### src/rtl/sc_chain_loader.sv
// rtl/sc_chain_loader.sv - configuration scan-chain bitstream writer with readback parity
//
// Accepts configuration words over a valid/ready handshake and shifts them
// LSB-first into the head of the scan chain. The bits falling out of the
// chain tail are XOR-folded into rb_parity.
//
// Ports:
//   clk, reset          clock and synchronous active-high reset
//   start               begin a load (sampled in IDLE only)
//   abort               terminate an active load (LOAD/SHIFT)
//   word_valid/ready    configuration word handshake
//   word_data           configuration word, bit 0 shifted first
//   sc_head             serial data into the first chain cell
//   sc_shift_en         chain cells capture sc_head at this edge
//   sc_tail             Q of the last chain cell
//   busy                load in progress
//   done                one-cycle pulse after CHAIN_LEN bits
//   aborted             one-cycle pulse after an abort
//   rb_parity           XOR of sc_tail over the shift cycles of the last load

module sc_chain_loader #(
    parameter int CHAIN_LEN = 64,
    parameter int WORD_W    = 8,
    parameter int CNT_W     = 16
) (
    input  logic              clk,
    input  logic              reset,
    input  logic              start,
    input  logic              abort,
    input  logic              word_valid,
    input  logic [WORD_W-1:0] word_data,
    output logic              word_ready,
    output logic              sc_head,
    output logic              sc_shift_en,
    input  logic              sc_tail,
    output logic              busy,
    output logic              done,
    output logic              aborted,
    output logic              rb_parity
);

    localparam int WC_W = (WORD_W > 1) ? $clog2(WORD_W) : 1;

    typedef enum logic [1:0] {
        S_IDLE  = 2'd0,
        S_LOAD  = 2'd1,
        S_SHIFT = 2'd2,
        S_DONE  = 2'd3
    } state_t;

    state_t            r_state;
    logic [WORD_W-1:0] r_sreg;
    logic [CNT_W-1:0]  r_bit_cnt;
    logic [WC_W-1:0]   r_word_cnt;
    logic              r_ready;
    logic              r_shift;
    logic              r_busy;
    logic              r_done;
    logic              r_aborted;
    logic              r_parity;

    logic w_abort_act;
    logic w_last_bit;
    logic w_last_word_bit;

    assign w_abort_act     = abort && (r_state == S_LOAD || r_state == S_SHIFT);
    assign w_last_bit      = (r_bit_cnt == CNT_W'(CHAIN_LEN - 1));
    assign w_last_word_bit = (r_word_cnt == WC_W'(WORD_W - 1));

    always_ff @(posedge clk) begin
        if (reset) begin
            r_state    <= S_IDLE;
            r_sreg     <= '0;
            r_bit_cnt  <= '0;
            r_word_cnt <= '0;
            r_ready    <= 1'b0;
            r_shift    <= 1'b0;
            r_busy     <= 1'b0;
            r_done     <= 1'b0;
            r_aborted  <= 1'b0;
            r_parity   <= 1'b0;
        end else begin
            r_done    <= 1'b0;
            r_aborted <= 1'b0;
            case (r_state)
                S_IDLE: begin
                    r_bit_cnt <= '0;
                    if (start) begin
                        r_state  <= S_LOAD;
                        r_ready  <= 1'b1;
                        r_busy   <= 1'b1;
                        r_parity <= 1'b0;
                    end
                end
                S_LOAD: begin
                    if (abort) begin
                        r_state   <= S_IDLE;
                        r_ready   <= 1'b0;
                        r_busy    <= 1'b0;
                        r_aborted <= 1'b1;
                    end else if (word_valid) begin
                        r_sreg     <= word_data;
                        r_word_cnt <= '0;
                        r_state    <= S_SHIFT;
                        r_ready    <= 1'b0;
                        r_shift    <= 1'b1;
                    end
                end
                S_SHIFT: begin
                    if (abort) begin
                        // The gated shift enable means this edge never shifted,
                        // so counters and parity stay untouched.
                        r_state   <= S_IDLE;
                        r_shift   <= 1'b0;
                        r_busy    <= 1'b0;
                        r_aborted <= 1'b1;
                    end else begin
                        r_sreg     <= r_sreg >> 1;
                        r_bit_cnt  <= r_bit_cnt + CNT_W'(1);
                        r_word_cnt <= r_word_cnt + WC_W'(1);
                        r_parity   <= r_parity ^ sc_tail;
                        // Chain length is checked first so a partial final
                        // word drops its unused upper bits.
                        if (w_last_bit) begin
                            r_state <= S_DONE;
                            r_shift <= 1'b0;
                            r_done  <= 1'b1;
                        end else if (w_last_word_bit) begin
                            r_state <= S_LOAD;
                            r_shift <= 1'b0;
                            r_ready <= 1'b1;
                        end
                    end
                end
                S_DONE: begin
                    r_state <= S_IDLE;
                    r_busy  <= 1'b0;
                end
                default: begin
                    r_state <= S_IDLE;
                    r_ready <= 1'b0;
                    r_shift <= 1'b0;
                    r_busy  <= 1'b0;
                end
            endcase
        end
    end

    assign word_ready  = r_ready;
    assign sc_head     = r_sreg[0];
    // Abort must stop the chain in the very cycle it is raised.
    assign sc_shift_en = r_shift && !w_abort_act;
    assign busy        = r_busy;
    assign done        = r_done;
    assign aborted     = r_aborted;
    assign rb_parity   = r_parity;

endmodule

### config.mk
export PLATFORM = sky130hd
export DESIGN_NAME = sc_chain_loader
export DESIGN_NICKNAME = d
export VERILOG_FILES = /design/src/rtl/sc_chain_loader.sv
export SDC_FILE = /design/constraint.sdc
export NUM_CORES = 1
export LEC_CHECK = 0
export BUFFER_PORTS_ARGS = -buffer_cell sky130_fd_sc_hd__buf_2
export CORE_MARGIN = 4
export CORE_UTILIZATION = 45
export DETAILED_ROUTE_END_ITERATION = 12
export GPL_ROUTABILITY_DRIVEN = 0
export PLACE_DENSITY = 0.73
export SLEW_MARGIN = 20
export SYNTH_ARGS = -nofsm -noshare
export SYNTH_HDL_FRONTEND = slang
export SYNTH_SLANG_ARGS = --single-unit
export TNS_END_PERCENT = 5
### constraint.sdc
create_clock -name clk -period 2.2 [get_ports clk]
set_input_delay 0.33 -clock clk [delete_from_list [all_inputs] [get_ports clk]]
set_output_delay 0.33 -clock clk [all_outputs]
set_load 0.05 [all_outputs]
Yosys cells after proc, flatten, opt, wreduce, memory -nomap -nowiden --
Index checks and enable logic that the tools add are counted. W data, S select, Z words.
Word-level totals: flip-flop bits (word level) 35, input port bits 14, word-level logic and storage cells 84
Operators by class: add/sub/neg operators 2, equality and inequality tests 14, multiplexer cells 37, bitwise logic cells 3, reduce and logical (&&, ||, !) cells 18
Operators by type and width (count):
- $pmux W16 S2 | 1
- $mux W8 | 3
- $add A16 B1 Y16 const B | 1
- $eq A16 B6 Y1 const B | 1
- $mux W1 | 16
- $mux W16 | 1
- $pmux W8 S2 | 1
- $mux W2 | 6
- $ne A2 B2 Y1 const B | 6
- $mux W3 | 3
- $pmux W2 S4 | 1
- $reduce_and A4 Y1 | 2
- $pmux W1 S3 | 2
- $pmux W3 S2 | 1
- $reduce_and A3 Y1 | 2
- $reduce_and A6 Y1 | 1
- $eq A2 B2 Y1 const B | 2
- $ne A4 B4 Y1 const B | 1
- $pmux W1 S2 | 2
- $reduce_and A2 Y1 | 2
- $reduce_bool A2 Y1 | 2
- $reduce_or A2 Y1 | 2
- $add A3 B1 Y3 const B | 1
- $eq A3 B3 Y1 const B | 1
- other kinds (11) | 13

Longest topological paths before layout --
Gate-level depths: netlist (run 1).
depth after elaboration 5, mapped depth 7, depth with buffers taken out 6

Least setup slack after synthesis (run 1) --
No wires, ideal clock.
kind reg-to-output, start register r_state[0], end output port sc_shift_en, arrival 1.862 ns, slack 0.008 ns, stages on the path, launching flop included 4, path buffers 0, path through dfxtp_1 -> inv_1 -> ha_1 -> a21boi_0
On the way: longest elaborated chain between the ends 5, elaborated cells on any way between the ends 6, those cells by class eq/ne (2); reduce/logical (4)
RTL lines:
- start: declaration | line 51 | state_t r_state;
- start signal: assignment | line 72 | r_state <= S_IDLE;
- start signal: assignment | line 89 | r_state <= S_LOAD;
- start signal: assignment | line 97 | r_state <= S_IDLE;
- $eq A2 B1 Y1 or $eq A2 B2 Y1 (tied branches) | line 66 | assign w_abort_act = abort && (r_state == S_LOAD || r_state == S_SHIFT);
- $logic_or A1 B1 Y1 (*) | line 66
- $logic_and A1 B1 Y1 (*) | line 66
- $logic_not A1 Y1 (*) | line 152 | assign sc_shift_en = r_shift && !w_abort_act;
- $logic_and A1 B1 Y1 (*) | line 152
- end: declaration | line 34 | output logic sc_shift_en,
Every way passes the cells marked *; elsewhere a longest branch is shown, timed or not.

Final worst setup path (run 1) --
start register r_state[0], end register r_bit_cnt[15]
On the way: longest elaborated chain between the ends 3, elaborated cells on any way between the ends 6, those cells by class eq/ne (2); mux (1); reduce/logical (3)
RTL lines:
- $eq A2 B2 Y1 or $logic_not A2 Y1 (tied branches) | line 85 | case (r_state)
- $ne A2 B2 Y1 (no line) or $reduce_bool A2 Y1 (tied branches)
- $reduce_and A2 Y1 (no line)
- end signal: assignment | line 119 | r_bit_cnt <= r_bit_cnt + CNT_W'(1);
- end: declaration | line 53 | logic [CNT_W-1:0] r_bit_cnt;
Parallel ways exist; a longest one is shown, timed or not. A chain may end at the register's enable or synchronous reset.

==> impl_metrics.py, run 1 <==
metrics = {
    "run_status": {
        "outcome": "complete, no violations",
    },
    "power_and_ir_drop": {
        "p_clk_share_pct": 39.4,
        "p_leak_uw": 0.0008333,
        "p_int_uw": 1073,
        "peakVddDrop_mv": 0.3700,
        "power_frac_seq_pct": 45.3,
        "p_sw_share_pct": 27.61,
        "p_sw_uw": 409.1,
        "p_comb_share_pct": 15.4,
        "power-per-cell-area_mw_per_mm2": 697.0,
    },
    "worst_setup_path": {
        "crit_chain": "inv_1 -> ha_1 -> nor2b_1 -> nor2_1 -> nor4b_2 -> mux2i_1",
        "cp_slowest_stage_delay_ns": 0.42,
        "crit_fanout": 7,
        "crit_required_ns": 2.43,
        "end_kind": "flop",
        "start_kind": "flop",
        "slowest_stage": "nor2b_1",
        "crit_type": "reg2reg",
        "arrival_ns": 2.19,
    },
    "synth": {
        "synth_cells": 211,
        "ys_warn_count": 0,
        "synth-compound-area-share_pct": 18.18,
        "synth_area_mm2": 0.001886,
        "yosys_most_used_dff": "dfxtp_1",
        "synth_fa_ha_area_share_pct": 5.309,
        "ys_ff_latch": 35,
        "synth_top_family_by_area": "simple AND/OR/NAND/NOR gates",
        "synth_mux_area_share_pct": 4.380,
        "avgSynthCellArea_um2": 8.936,
        "yosys.area_share.simple_pct": 27.34,
        "async_flop_share_pct": 0,
        "synthXorXnorAreaFrac_pct": 2.787,
        "synth_edf_count": 0,
        "synth_cell_types": 54,
        "syn_nets": 233,
        "ys_seq_area_share_pct": 37.16,
    },
    "route": {
        "viasPerCell": 5.634,
        "wirelength_mm": 3.981,
        "first_iter_violations": 115,
        "antenna_left": 0,
        "first_pass_iters": 4,
        "vias": 1600,
        "drc": 0,
        "wl_per_cell_um": 14.02,
    },
    "cts": {
        "cts-root-buf": "clkbuf_8",
        "cts.sinks": 35,
        "h-tree-depth": 2,
        "cts_buffers": 5,
        "post_cts_buffers": 0,
        "path_clk_slew_ns": 0.08,
        "cts_hold_buf": 0,
        "post_cts_resized": 0,
        "cts_tree": "built",
        "clock_latency_ns": 0.29,
        "cts_buffer_depth": 2,
    },
    "global_routing": {
        "grt_pass1_vias": 1514,
        "track_usage_pct": 16.04,
        "use_met3_pct": 4.132,
        "grt-ovfl-total": 0,
        "use_met2_pct": 24.35,
        "met1_usage_pct": 21.10,
        "grt_max_degree": 24,
        "grt_pass1_wl_mm": 6.734,
        "antenna_found_initial": 0,
        "grt_busiest_layer": "met2",
    },
    "finish": {
        "layout.nets": 255,
        "stdcell_count": 284,
        "diodes": 0,
        "syn2layout_area_growth_pct": 12.74,
        "post-route-util_pct": 52.76,
        "design_area_mm2": 0.002126,
        "final_layout_size_suffix_gt1_share_pct": 20.94,
    },
    "place": {
        "place_area_mm2": 0.002013,
        "dp.cells": 276,
        "hpwl_mm": 2.791,
        "portBuffers": 20,
        "dp_slack_ns": 0.2523,
    },
    "flow_run": {
        "drv_cap": 0,
    },
    "sta": {
        "period_share_pct": 89.18,
        "finalHoldViolations": 0,
        "rsz0062_at_grt": "false",
        "tightest_slew_ns": 0.5284,
        "finalClockSkew_ns": 0.006626,
        "period_minus_slack_ns": 1.962,
        "setup_tns_ns": 0,
        "finalSetupViolations": 0,
        "drv_slew": 0,
        "timing.fmax_ghz": 0.5097,
        "maxSlewHeadroom_pct": 64.64,
        "fin_ws_ns": 0.2380,
    },
    "floorplan": {
        "die_height_um": 72.73,
        "core_mm2": 0.004029,
        "die_w_um": 72.73,
        "start_util_pct": 46.80,
        "ios": 21,
        "die_area_mm2": 0.005290,
        "rows": 23,
    },
    "worst_hold_path": {
        "hold_path.class": "in2reg",
    },
}
## worst max-delay path, delay by kind of cell, from the launching register on
kind	cells	cell delay [ns]
buf+inv	1	0.10
mux	1	0.20
flops	1	0.36
simple gates	3	0.91
fa+ha+maj	1	0.31
## stage by stage
| step | total power, uW | hold WS (ns) |
|---|---|---|
| after floorplan | 855.6 | 0.4253 |
| after global placement | 909.3 | 0.4446 |
| after detailed placement | 911.7 | 0.4591 |
| after CTS | 1492 | 0.2379 |
| after global routing | 1539 | 0.2468 |
| final | 1482 | 0.2375 |
## cells in the mapped netlist, types with 2 or more instances
cell type / count / share of area [%]
nor4_1: 2 / 0.66
nor2_1: 33 / 6.6
or3_1: 4 / 1.3
mux2i_1: 6 / 3.2
mux2_2: 2 / 1.2
a22oi_1: 3 / 1.2
ha_1: 8 / 5.3
o221ai_1: 7 / 3.3
dfxtp_1: 35 / 37
buf_2: 4 / 1.1
nor2b_1: 4 / 1.3
o211ai_1: 2 / 0.80
nand3_1: 5 / 1.3
buf_6: 3 / 1.8
o21ai_0: 6 / 1.6
nand2_1: 11 / 2.2
nor4_2: 2 / 1.3
and3_1: 2 / 0.66
nand4_1: 4 / 1.3
nor3_1: 9 / 2.4
inv_1: 6 / 1.2
a21boi_0: 2 / 0.80
or2_2: 3 / 1.0
xor2_1: 5 / 2.3
and4_1: 2 / 0.93
nand3b_1: 2 / 0.80
o2111ai_1: 2 / 0.93
a21oi_1: 10 / 2.7
nor3b_1: 2 / 0.80
## registers in the layout, summed over array words and instances (netlist names)
name and cells:
aborted 1, rb_parity 1, r_sreg 8, word_ready 1, done 1, r_word_cnt 3
r_shift 1, busy 1, r_state 2, r_bit_cnt 16
## power by group through the flow
stage / Combinational [uW] / Clock [uW] / Sequential (uW)
after floorplan: 136 / 0 / 719
after global placement: 225 / 0 / 684
after detailed placement: 227 / 0 / 685
after CTS: 228 / 593 / 670
after global routing: 252 / 615 / 672
final: 228 / 583 / 670
## worst paths after layout
kind | startpoint | endpoint | slack, ns | cells past startpoint
worst max-delay path | r_state[0] | r_bit_cnt[15] | 0.24 | 6
worst min-delay path | start | rb_parity | 0.24 | 2
worst max register to register | r_state[0] | r_bit_cnt[15] | 0.24 | 6
worst min register to register | r_sreg[7] | r_sreg[7] | 0.47 | 2
## metal layers
layer  share of wire (%)  vias up
li1                    -      814
met1                  47      743
met2                  47       35
met3                 4.9        8
met4                 1.8        0
met5                   0        -
## layout make-up
class	instances	area, um2
Multi-Input combinational cell	160	1094
Clock inverter	3	43.79
Sequential cell	35	700.7
Inverter	7	26.28
Clock buffer	5	68.82
Fill cell	376	1903
Timing Repair Buffer	24	130.1
Tap cell	50	62.56
## cells in the final DEF (no fill, tap or decap), drive strengths merged, types with 2 or more instances in the layout
master	instances
dfxtp	35
nor2	33
buf	24
nand2	11
a21oi	10
nor3	9
ha	8
o221ai	7
o21ai	7
inv	6
mux2i	6
nand3	6
xor2	5
clkbuf	5
nor2b	4
nand4	4
or3	4
nor4	4
a22oi	3
or2	3
o2111ai	3
and4	3
and3	3
clkinv	3
nand2b	3
a21boi	2
o211ai	2
nand3b	2
nor3b	2
mux2	2
## cell families after synthesis
logic type | after synthesis
XOR/XNOR | 6
flip-flops | 35
buffers and inverters | 16
multiplexers | 8
AO/OA/AOI/OAI | 44
AND/OR/NAND/NOR | 94
adder cells (fa/ha/maj) | 8
Note: power is estimated with default switching activity, not from simulation.
==> run 2, diff against run 1 <==
Settings changed: MAX_ROUTING_LAYER from default to met4.
==> run 2 against run 1 <==
Compared with the run above: worst setup slack gained 0.0055 ns; flip-flop and latch count is the same; final area is the same; combinational power barely moved; critical path type unchanged; clock skew about the same; power is essentially flat; first-iteration DRC count up 15%; die area is the same; count of clock-buffer cells in the layout stayed put; highest routed layer unchanged; via count increased by 0.13%; cell count unchanged.
==> impl_metrics.py, run 2 (synthesis gave the netlist of run 1 again) <==
metrics = {
    "worst_setup_path": {
        "end_kind": "flop",
        "crit_required_ns": 2.43,
        "cp_top_family": "simple AND/OR/NAND/NOR gates",
        "arrival_ns": 2.18,
        "crit_type": "reg2reg",
        "cp_slowest_stage_delay_ns": 0.42,
        "worstSetupEndpoint": "r_bit_cnt[15]",
        "rrSetupSlack_ns": 0.24,
        "start_kind": "flop",
        "path_buf_inv": 1,
        "slowest_stage": "nor2b_1",
        "r2r-end": "r_bit_cnt[15]",
        "ff2ff_path_depth": 6,
        "crit_chain": "inv_1 -> ha_1 -> nor2b_1 -> nor2_1 -> nor4b_2 -> mux2i_1",
        "cp.depth": 6,
        "r2r_start": "r_state[0]",
        "crit_fanout": 7,
        "worstSetupStartpoint": "r_state[0]",
    },
    "route": {
        "topRoutingLayerUsed": "met4",
        "antenna_left": 0,
        "vias": 1602,
        "routed-wl-met2_mm": 1.861,
        "wl_met1_mm": 1.911,
        "wl_met3_um": 155,
        "first_pass_iters": 4,
        "drc": 0,
        "wl_per_cell_um": 14.12,
        "viasPerCell": 5.641,
        "first_iter_violations": 132,
        "wirelength_mm": 4.009,
    },
    "power_and_ir_drop": {
        "p_clk_share_pct": 39.4,
        "p_sw_uw": 409.6,
        "p_leak_uw": 0.0008333,
        "power-per-cell-area_mw_per_mm2": 697.2,
        "p_comb_share_pct": 15.4,
        "power_uw": 1482,
        "p_int_uw": 1073,
        "p_sw_share_pct": 27.64,
        "power_frac_seq_pct": 45.2,
        "peakVddDrop_mv": 0.3701,
    },
    "sta": {
        "tightest_slew_ns": 0.5285,
        "finalHoldViolations": 0,
        "setup_tns_ns": 0,
        "maxSlewHeadroom_pct": 64.63,
        "finalSetupViolations": 0,
        "finalClockSkew_ns": 0.006911,
        "drv_slew": 0,
        "period_minus_slack_ns": 1.957,
        "rsz0062_at_grt": "false",
        "timing.fmax_ghz": 0.5111,
        "period_share_pct": 88.93,
    },
    "finish": {
        "largest-register": "r_bit_cnt",
        "largest_reg_flops": 16,
        "layout_commonest_cell": "dfxtp_1",
        "final_cell_mix": "dfxtp_1, nor2_1, buf_2, nand2_1, a21oi_1",
        "top_regs": "r_bit_cnt (16), r_sreg (8), r_word_cnt (3)",
        "layout.nets": 255,
        "diodes": 0,
        "final_layout_size_suffix_gt1_share_pct": 20.94,
        "syn2layout_area_growth_pct": 12.74,
    },
    "cts": {
        "cts_buffer_depth": 2,
        "path_clk_slew_ns": 0.08,
        "clock_latency_ns": 0.29,
        "cts_buffers": 5,
        "cts_tree": "built",
        "cts.sinks": 35,
        "cts-root-buf": "clkbuf_8",
        "h-tree-depth": 2,
        "post_cts_buffers": 0,
        "post_cts_resized": 0,
        "cts_hold_buf": 0,
    },
    "global_routing": {
        "track_usage_pct": 16.51,
        "grt-ovfl-total": 0,
        "grt_pass1_vias": 1516,
        "antenna_found_initial": 0,
        "grt_max_degree": 24,
        "grt_pass1_wl_mm": 6.713,
    },
    "place": {
        "portBuffers": 20,
        "hpwl_mm": 2.791,
    },
    "floorplan": {
        "core_mm2": 0.004029,
        "ios": 21,
        "die_w_um": 72.73,
        "die_area_mm2": 0.005290,
        "rows": 23,
        "start_util_pct": 46.80,
        "die_height_um": 72.73,
    },
    "flow_run": {
        "drv_cap": 0,
    },
    "worst_hold_path": {
        "hold_path.class": "in2reg",
    },
    "run_status": {
        "outcome": "complete, no violations",
    },
}
run 2: stage by stage:
stage / hold WS (ns) / setup slack, ns / utilization, % / cell area, um2 / std cells
2_1_floorplan: 0.4253 / 0.008394 / - / 1886 / 211
3_3_place_gp: 0.4446 / 0.3610 / 49.97 / 2013 / 276
3_5_place_dp: 0.4591 / 0.2523 / 49.97 / 2013 / 276
4_1_cts: 0.2379 / 0.2164 / 52.76 / 2126 / 284
5_1_grt: 0.2467 / 0.05288 / 52.76 / 2126 / 284
6_report: 0.2387 / 0.2435 / 52.76 / 2126 / 284
run 2: worst register-to-register path, delay by kind of cell (launching register included):
kind / cells / cell delay [ns]
adder cells (fa/ha/maj): 1 / 0.31
flip-flops: 1 / 0.36
buffers and inverters: 1 / 0.10
multiplexers: 1 / 0.20
AND/OR/NAND/NOR: 3 / 0.91
run 2: worst min path at each step:
stage,startpoint,end,slack [ns],cells after the start
after floorplan,start,rb_parity,0.43,1
after global placement,r_sreg[7],r_sreg[7],0.44,2
after detailed placement,r_sreg[7],r_sreg[7],0.46,2
after CTS,start,rb_parity,0.24,2
after global routing,start,rb_parity,0.25,2
final,start,rb_parity,0.24,2
run 2: routing by layer:
layer,track usage [%],vias up
li1,-,815
met1,21.27,750
met2,24.35,31
met3,3.857,6
met4,7.787,0
met5,-,-
run 2: area by class of cell:
cell class              count  area, um2
inverters                   7      26.28
well taps                  50      62.56
multi-input cells         160       1094
clock buffers               5      68.82
fillers                   376       1903
clock inverters             3      43.79
repair buffers             24      130.1
flip-flops and latches     35      700.7
run 2: power by group through the flow:
stage	clock, uW	sequential [uW]	combinational [uW]
after global placement	0	684	225
after floorplan	0	719	136
after detailed placement	0	685	227
final	584	670	228
after CTS	593	670	228
after global routing	615	672	252
==> run 3, diff against run 2 <==
==> constraint.sdc (replaced) <==
create_clock -name clk -period 2.2 [get_ports clk]
set_input_delay 0.44 -clock clk [delete_from_list [all_inputs] [get_ports clk]]
set_output_delay 0.44 -clock clk [all_outputs]
set_load 0.05 [all_outputs]
==> run 3 against run 2 <==
Compared with the run above: register-to-register slack barely moved; global-route usage fell by 0.81 points; flip-flop and latch count did not move; non-clock buffer count did not move; first-iteration DRC count fell by 20%; clock skew rose by 0.0042 ns; via count rose by 1.6%; hold slack improved by 0.10 ns; count of clock-buffer cells in the layout did not move; critical path type is now reg2out; largest cell class unchanged; highest routed layer unchanged.
==> impl_metrics.py, run 3 (synthesis gave the netlist of run 1 again) <==
metrics = {
    "route": {
        "wirelength_mm": 3.933,
        "viasPerCell": 5.729,
        "wl_per_cell_um": 13.85,
        "first_pass_iters": 5,
        "first_iter_violations": 106,
        "vias": 1627,
        "drc": 0,
        "antenna_left": 0,
    },
    "cts": {
        "cts_tree": "built",
        "clock_latency_ns": 0.30,
        "post_cts_buffers": 0,
        "h-tree-depth": 2,
        "post_cts_resized": 0,
        "path_clk_slew_ns": 0.08,
        "cts_buffers": 5,
        "cts_hold_buf": 0,
        "cts.sinks": 35,
        "cts_buffer_depth": 2,
        "cts-root-buf": "clkbuf_8",
    },
    "global_routing": {
        "grt-ovfl-total": 0,
        "grt_pass1_wl_mm": 6.437,
        "antenna_found_initial": 0,
        "track_usage_pct": 15.70,
        "grt_max_degree": 24,
        "grt_pass1_vias": 1460,
    },
    "power_and_ir_drop": {
        "power-per-cell-area_mw_per_mm2": 651.4,
        "power_uw": 1369,
        "peakVddDrop_mv": 0.3890,
        "p_leak_uw": 0.0008163,
    },
    "sta": {
        "setup_tns_ns": 0,
        "maxSlewHeadroom_pct": 63.95,
        "finalHoldViolations": 0,
        "period_minus_slack_ns": 1.979,
        "timing.fmax_ghz": 0.5053,
        "drv_slew": 0,
        "holdWs_ns": 0.3422,
        "tightest_slew_ns": 0.5388,
        "period_share_pct": 89.96,
        "finalClockSkew_ns": 0.01109,
        "finalSetupViolations": 0,
        "rsz0062_at_grt": "false",
    },
    "floorplan": {
        "core_mm2": 0.004029,
        "ios": 21,
        "start_util_pct": 46.80,
        "rows": 23,
        "die_w_um": 72.73,
        "die_area_mm2": 0.005290,
        "die_height_um": 72.73,
    },
    "worst_setup_path": {
        "r2r_start": "r_state[1]",
        "arrival_ns": 1.54,
        "start_kind": "flop",
        "r2r-end": "word_ready",
        "crit_required_ns": 1.76,
        "crit_type": "reg2out",
        "end_kind": "primary output",
        "crit_fanout": 4,
        "ff2ff_path_depth": 6,
        "rrSetupSlack_ns": 0.23,
    },
    "finish": {
        "layout_commonest_cell": "dfxtp_1",
        "largest-register": "r_bit_cnt",
        "diodes": 0,
        "stdcell_count": 284,
        "layout.nets": 255,
        "fillers": 384,
        "final_layout_size_suffix_gt1_share_pct": 20.94,
        "final_cell_mix": "dfxtp_1, nor2_1, buf_2, nand2_1, a21oi_1",
        "syn2layout_area_growth_pct": 11.48,
        "post-route-util_pct": 52.17,
        "top_regs": "r_bit_cnt (16), r_sreg (8), r_word_cnt (3)",
        "largest_reg_flops": 16,
    },
    "run_status": {
        "outcome": "complete, no violations",
    },
    "flow_run": {
        "drv_cap": 0,
    },
    "place": {
        "portBuffers": 20,
        "hpwl_mm": 2.773,
        "dp.cells": 276,
    },
    "worst_hold_path": {
        "worstHoldStart": "start",
        "hold_path.class": "in2reg",
        "min_to": "rb_parity",
        "hold_path_depth": 2,
    },
}
-- run 3: cell type report --
type	count	area, um2	area share [%]
Inverter	7	26.28	1.250
Clock inverter	3	20.02	0.9524
Timing Repair Buffer	24	130.1	6.190
Clock buffer	5	68.82	3.274
Multi-Input combinational cell	160	1094	52.02
Tap cell	50	62.56	2.976
Sequential cell	35	700.7	33.33
-- run 3: where the power goes --
group	switching (uW)	internal, uW	leakage, uW	total [uW]
Combinational	151	78.2	0.000492	229
Clock	250	220	0.0000402	470
Sequential	12.8	657	0.000284	670
-- run 3: worst max-delay path, cell delays in order, from the launching register on --
cell and delay [ns]:
dfxtp_1 0.38, inv_1 0.11, ha_1 0.35, a21boi_1 0.13
buf_2 0.27
-- run 3: metal layers --
metal / GRT usage, % / vias to the layer above / wire length [um] / part of all wire [%]
li1: - / 815 / - / -
met3: 4.132 / 8 / 182 / 4.6
met1: 19.19 / 763 / 1874 / 48
met2: 23.65 / 41 / 1784 / 45
met4: 8.197 / 0 / 91 / 2.3
met5: - / - / 0 / 0
-- run 3: per-stage QoR --
| step | setup slack, ns | cell area, um2 |
|---|---|---|
| final | 0.2208 | 2102 |
| after global routing | 0.06594 | 2102 |
| after CTS | 0.2206 | 2102 |
| after detailed placement | 0.2950 | 2013 |
| after global placement | 0.3508 | 2013 |
| after floorplan | 0.2822 | 1886 |
-- run 3: how the worst max path moves through the flow --
| stage | depth (start not counted) | startpoint | to | slack (ns) |
|---|---|---|---|---|
| final | 4 | r_state[0] | sc_shift_en | 0.22 |
| after global routing | 6 | r_state[1] | word_ready | 0.07 |
| after CTS | 4 | r_state[0] | sc_shift_en | 0.22 |
| after detailed placement | 6 | r_state[1] | word_ready | 0.29 |
| after global placement | 6 | r_state[1] | word_ready | 0.35 |
| after floorplan | 3 | r_state[0] | sc_shift_en | 0.28 |
